[config.mk]
export PLATFORM = sky130hd
export DESIGN_NAME = hazard_detection_id
export DESIGN_NICKNAME = d
export VERILOG_FILES = /design/src/rtl/hazard_detection_id.sv
export SDC_FILE = /design/constraint.sdc
export NUM_CORES = 1
export LEC_CHECK = 0
export BUFFER_PORTS_ARGS = -buffer_cell sky130_fd_sc_hd__buf_2
export CAP_MARGIN = 5
export CORE_MARGIN = 8
export CORE_UTILIZATION = 53
export DETAILED_ROUTE_END_ITERATION = 10
export PLACE_DENSITY = 0.8
export SLEW_MARGIN = 20
export SYNTH_ARGS = -nofsm -noshare
export SYNTH_HDL_FRONTEND = slang
export SYNTH_SLANG_ARGS = --single-unit
[constraint.sdc]
create_clock -name clk -period 2.7 [get_ports clk]
set_clock_uncertainty 0.1 [all_clocks]
set_input_delay 0.135 -clock clk [delete_from_list [all_inputs] [get_ports clk]]
set_output_delay 0.135 -clock clk [all_outputs]
set_load 0.01 [all_outputs]
[src/rtl/hazard_detection_id.sv]
// ID-stage stall/flush unit with a 3-deep shadow of in-flight writers and a saturating stall counter.
// Define HAZARD_FORWARD_EN when EXE forwarding exists: only load-use stalls remain.
module hazard_detection_id #(
  parameter int REG_ADDR_LEN = 5,
  parameter int STALL_CNT_W  = 16
) (
  input  logic                    clk,
  input  logic                    rst,
  input  logic                    valid_ID,
  input  logic [REG_ADDR_LEN-1:0] src1_ID,
  input  logic [REG_ADDR_LEN-1:0] src2_ID,
  input  logic                    two_src_ID,
  input  logic [REG_ADDR_LEN-1:0] dest_ID,
  input  logic                    WB_EN_ID,
  input  logic                    MEM_R_EN_ID,
  input  logic                    branch_taken,
  output logic                    hazard_detected,
  output logic                    flush_IF_ID,
  output logic [STALL_CNT_W-1:0]  stall_count
);

  typedef struct packed {
    logic                    v;
    logic [REG_ADDR_LEN-1:0] dest;
    logic                    wb_en;
    logic                    mem_r_en;
  } slot_t;

  slot_t exe_q, mem_q, wb_q;
  slot_t exe_d, mem_d, wb_d;
  logic [STALL_CNT_W-1:0] stall_count_q, stall_count_d;
  logic stall_rule;
  logic issue;
  logic unused_wb;

  function automatic logic hit(input slot_t s, input logic [REG_ADDR_LEN-1:0] r);
    return s.v & s.wb_en & (s.dest == r) & (r != '0);
  endfunction

  function automatic logic need(input slot_t s, input logic [REG_ADDR_LEN-1:0] r1,
                                input logic [REG_ADDR_LEN-1:0] r2, input logic two);
    return hit(s, r1) | (two & hit(s, r2));
  endfunction

  always_comb begin
`ifdef HAZARD_FORWARD_EN
    stall_rule = exe_q.mem_r_en & need(exe_q, src1_ID, src2_ID, two_src_ID);
`else
    stall_rule = need(exe_q, src1_ID, src2_ID, two_src_ID)
               | need(mem_q, src1_ID, src2_ID, two_src_ID)
               | need(wb_q,  src1_ID, src2_ID, two_src_ID);
`endif
    // A taken branch overrides any stall and kills the ID instruction.
    hazard_detected = valid_ID & ~branch_taken & stall_rule;
    flush_IF_ID     = branch_taken;
    issue           = valid_ID & ~hazard_detected & ~branch_taken;

    exe_d = '0;
    if (issue) begin
      exe_d.v        = 1'b1;
      exe_d.dest     = dest_ID;
      exe_d.wb_en    = WB_EN_ID;
      exe_d.mem_r_en = MEM_R_EN_ID;
    end
    mem_d = exe_q;
    wb_d  = mem_q;

    stall_count_d = stall_count_q;
    if (hazard_detected && (stall_count_q != '1)) begin
      stall_count_d = stall_count_q + STALL_CNT_W'(1);
    end
  end

  always_ff @(posedge clk) begin
    if (rst) begin
      exe_q         <= '0;
      mem_q         <= '0;
      wb_q          <= '0;
      stall_count_q <= '0;
    end else begin
      exe_q         <= exe_d;
      mem_q         <= mem_d;
      wb_q          <= wb_d;
      stall_count_q <= stall_count_d;
    end
  end

  // The WB load flag is carried only so every slot has the same shape.
  assign unused_wb   = ^wb_q;
  assign stall_count = stall_count_q;

endmodule
==> run_results.csv <==
group,metric,value,unit
run_status,status,"completed",
floorplanning,rows,21,
critical_path,crit_slowest_cell,"a211oi_1",
cells_and_area,drive_above_1_share,21.7,%
place,dp_worst_setup_slack,0.417,ns
sta,slew_headroom,56.9,%
worst_hold_path,hp-class,"input port to flop",
yosys,synth-compound-area-share,11.6,%
detailed_routing,drt_iter0_drc,80,
yosys,yosysWarnings,0,
place,gp_congestion,0.807,
yosys,syn_avg_cell_area,9.10,sq um
run,maxCapViolCount,0,
critical_path,crit_fanout,28,
yosys,ys_ff_latch,37,
critical_path,crit_path_cell_trace,"xor2_1, nor3_2, a211oi_1, a21o_1, buf_4, inv_1, buf_2",
cells_and_area,fin_nets,266,
global_route,grt_pass1_wl,6700,microns
floorplanning,die_h,74.9,microns
clock_network,cts.clk_slew.worst_paths,0.12,ns
detailed_routing,first_pass_iters,4,
cells_and_area,syn2layout_area_growth,19.7,%
detailed_routing,drt_wl_total,3970,microns
power,sw_frac_of_total,20.5,%
yosys,yosys-top-cells-area,"dfxtp_1 (40%), xnor2_1 (11%), or4_1 (5.7%)",
yosys,synth_top_family_by_area,"simple AND/OR/NAND/NOR gates",
sta,fmax,0.430,GHz
power,p_leak,0.815,nW
power,p_int,879,uW
critical_path,critPathKind,"flop to primary output",
yosys,yosys.cell_types.count,34,
power,clkPwrFrac,42.5,%
sta,tns,0,ns
floorplanning,start_util,55.1,%
floorplanning,die_w,74.9,microns
yosys,synth_edf_count,0,
sta,drv_slew,0,
power,power_density,503,nW/um^2
power,switchingPower,227,uW
yosys,synth-simple-area-share,28.1,%
global_route,grt_pass1_vias,1497,
critical_path,required,2.47,ns
yosys,syn_area,1840,sq um
detailed_routing,drt.antenna.violating_nets,0,
sta,tightestPinTransition,0.642,ns
yosys,synth-xor-area-share,14.3,%
worst_hold_path,holdPathStages,3,
detailed_routing,drc,0,
critical_path,critPathMaxStageDelay,0.41,ns
critical_path,worstSetupStartpointType,"flop",
sta,rsz0062_at_grt,"false",
clock_network,root_buffer,"clkbuf_4",
critical_path,cp.arrival,2.09,ns
floorplanning,fp.dieArea,5610,sq um
cells_and_area,instances_no_fill,290,
yosys,synth_most_common_cell,"dfxtp_1",
power,comb_power_share,7.2,%
global_route,antenna_found_initial,0,
yosys,synth_nets,225,
worst_hold_path,hold_end,"exe_q[7]",
critical_path,reg2reg_to,"stall_count[4]",
place,dpl.hpwl,2880,microns
yosys,synthArstFlopShare,0,%
sta,finalHoldViolCount,0,
clock_network,cts_tree,"done",
detailed_routing,vias_per_cell,5.49,
critical_path,rr_startpoint,"wb_q[3]",
clock_network,worstSkewPairLatency,0.34,ns
sta,setup_viol,0,
yosys,syn_inst,202,
yosys,synth_top_area_share,40.3,%
critical_path,worstRegToRegCells,8,
sta,fin_crit,2.32,ns
floorplanning,io_pins,40,
clock_network,clkSinkCount,37,
worst_hold_path,hp-start,"valid_ID",
yosys,synth_mux_area_share,0.613,%
global_route,grt_max_degree,33,
detailed_routing,dr_total_vias,1593,
critical_path,cp-end-kind,"primary output",
floorplanning,coreArea,3340,sq um
clock_network,cts_buffer_depth,2,
yosys,synth_top_flop_cell,"dfxtp_1",
clock_network,ctsResizeCount,0,
clock_network,postCtsSetupRepairBufs,0,
yosys,yosys.area.top_type,"dfxtp_1",
power,peakVddDrop,0.000378,V
clock_network,numCtsBuffers,5,
global_route,grt.overflow.total,0,
power,power_frac_seq,50.3,%
yosys,synth-adder-area-share,0.681,%
sta,post-route-period-util,86.1,%
clock_network,cts-htree-levels,2,
yosys,yosysSeqAreaShare,40.3,%
place,io_buffer_count,38,
global_route,grt_use_total,15.2,%
sta,setup_slack,0.376,ns
yosys,ys_top_cells_by_count,"dfxtp_1 (37), xnor2_1 (24), nor2b_1 (15), a21oi_1 (14), or4_1 (14)",
place,dpl.cell_count,276,
critical_path,regToRegSetupSlack,0.42,ns
detailed_routing,post_drt_wl_per_cell,13.7,microns
cells_and_area,n_antenna_cell,0,
==> state kept, by name, summed over array words and instances, names as in the netlist <==
signal and count:
mem_q 7, wb_q 7, exe_q 7, stall_count 16
==> what timing repair did <==
item	in CTS	in global routing
endpoints found under the hold margin	6	0
setup endpoints to repair	0	0
hold buffers	6	0
==> placed cells by master (no fill, tap or decap), types with 2 or more instances in the layout <==
cell type,instances
a211oi_1,2
buf_2,38
dfxtp_1,37
nor3_1,4
or4_1,14
bufinv_16,2
inv_1,3
buf_4,2
o21ai_0,3
nor2_1,3
nor2b_1,15
nand4_1,10
and3_1,2
a21oi_1,14
xor2_1,6
and2_1,9
nand3_1,8
clkbuf_4,5
dlygate4sd3_1,6
o31ai_1,13
nand2_1,9
xnor2_1,24
nor3_2,3
==> critical path: cells and delay by family, from the launching register on <==
kind                   cells  cell delay (ns)
AO/OA/AOI/OAI              2             0.61
XOR/XNOR                   1             0.19
buffers and inverters      3             0.48
flip-flops                 1             0.40
AND/OR/NAND/NOR            1             0.06
==> worst max path at each step <==
| stage | from | endpoint | slack [ns] | cells past startpoint |
|---|---|---|---|---|
| finish | mem_q[2] | hazard_detected | 0.38 | 7 |
| global route | wb_q[3] | hazard_detected | 0.13 | 8 |
| CTS | exe_q[5] | hazard_detected | 0.35 | 8 |
| detailed placement | wb_q[3] | stall_count[15] | 0.42 | 7 |
| global placement | exe_q[2] | stall_count[15] | 0.46 | 7 |
| floorplan | stall_count[6] | stall_count[1] | 0.57 | 10 |
==> per-layer routing <==
| metal | vias up | GRT usage [%] | part of all wire, % |
|---|---|---|---|
| met5 | - | 0 | 0 |
| met4 | 0 | 5.22 | 0.91 |
| met3 | 4 | 4.39 | 5.4 |
| met2 | 37 | 24.7 | 48 |
| met1 | 739 | 18.6 | 46 |
| li1 | 813 | - | - |
==> power by group through the flow <==
| stage | combinational [mW] | clock (mW) | sequential, mW |
|---|---|---|---|
| 2_1_floorplan | 0.0418 | 0 | 0.568 |
| 3_3_place_gp | 0.0710 | 0 | 0.569 |
| 3_5_place_dp | 0.0725 | 0 | 0.569 |
| 4_1_cts | 0.0799 | 0.480 | 0.557 |
| 5_1_grt | 0.0876 | 0.502 | 0.558 |
| 6_report | 0.0796 | 0.469 | 0.557 |
==> area by class of cell <==
class | count | area, sq um
Clock inverter | 3 | 65.1
Timing Repair Buffer | 46 | 265
Clock buffer | 5 | 37.5
Inverter | 3 | 11.3
Sequential cell | 37 | 741
Multi-Input combinational cell | 150 | 1020
Tap cell | 46 | 57.6
Fill cell | 277 | 1140
==> through the flow <==
stage | area (sq um) | power, mW | hold WS (ns) | utilization (%)
floorplan | 1840 | 0.610 | 0.157 | -
global placement | 2040 | 0.639 | 0.234 | 61.0
detailed placement | 2040 | 0.641 | 0.244 | 61.0
CTS | 2200 | 1.12 | 0.0949 | 65.9
global route | 2200 | 1.15 | 0.131 | 65.9
finish | 2200 | 1.11 | 0.0981 | 65.9
==> kinds of logic (layout without fill, tap and decap cells) <==
| kind of cell | count (synthesis) | count (layout) |
|---|---|---|
| AOI/OAI and AO/OA | 34 | 34 |
| and+or+nand+nor | 84 | 84 |
| muxes | 1 | 1 |
| buffers and inverters | 15 | 57 |
| DFF | 37 | 37 |
| adders and majority gates | 1 | 1 |
| xor gates and xnor gates | 30 | 30 |
No activity file was read; power rests on OpenSTA's default activity.
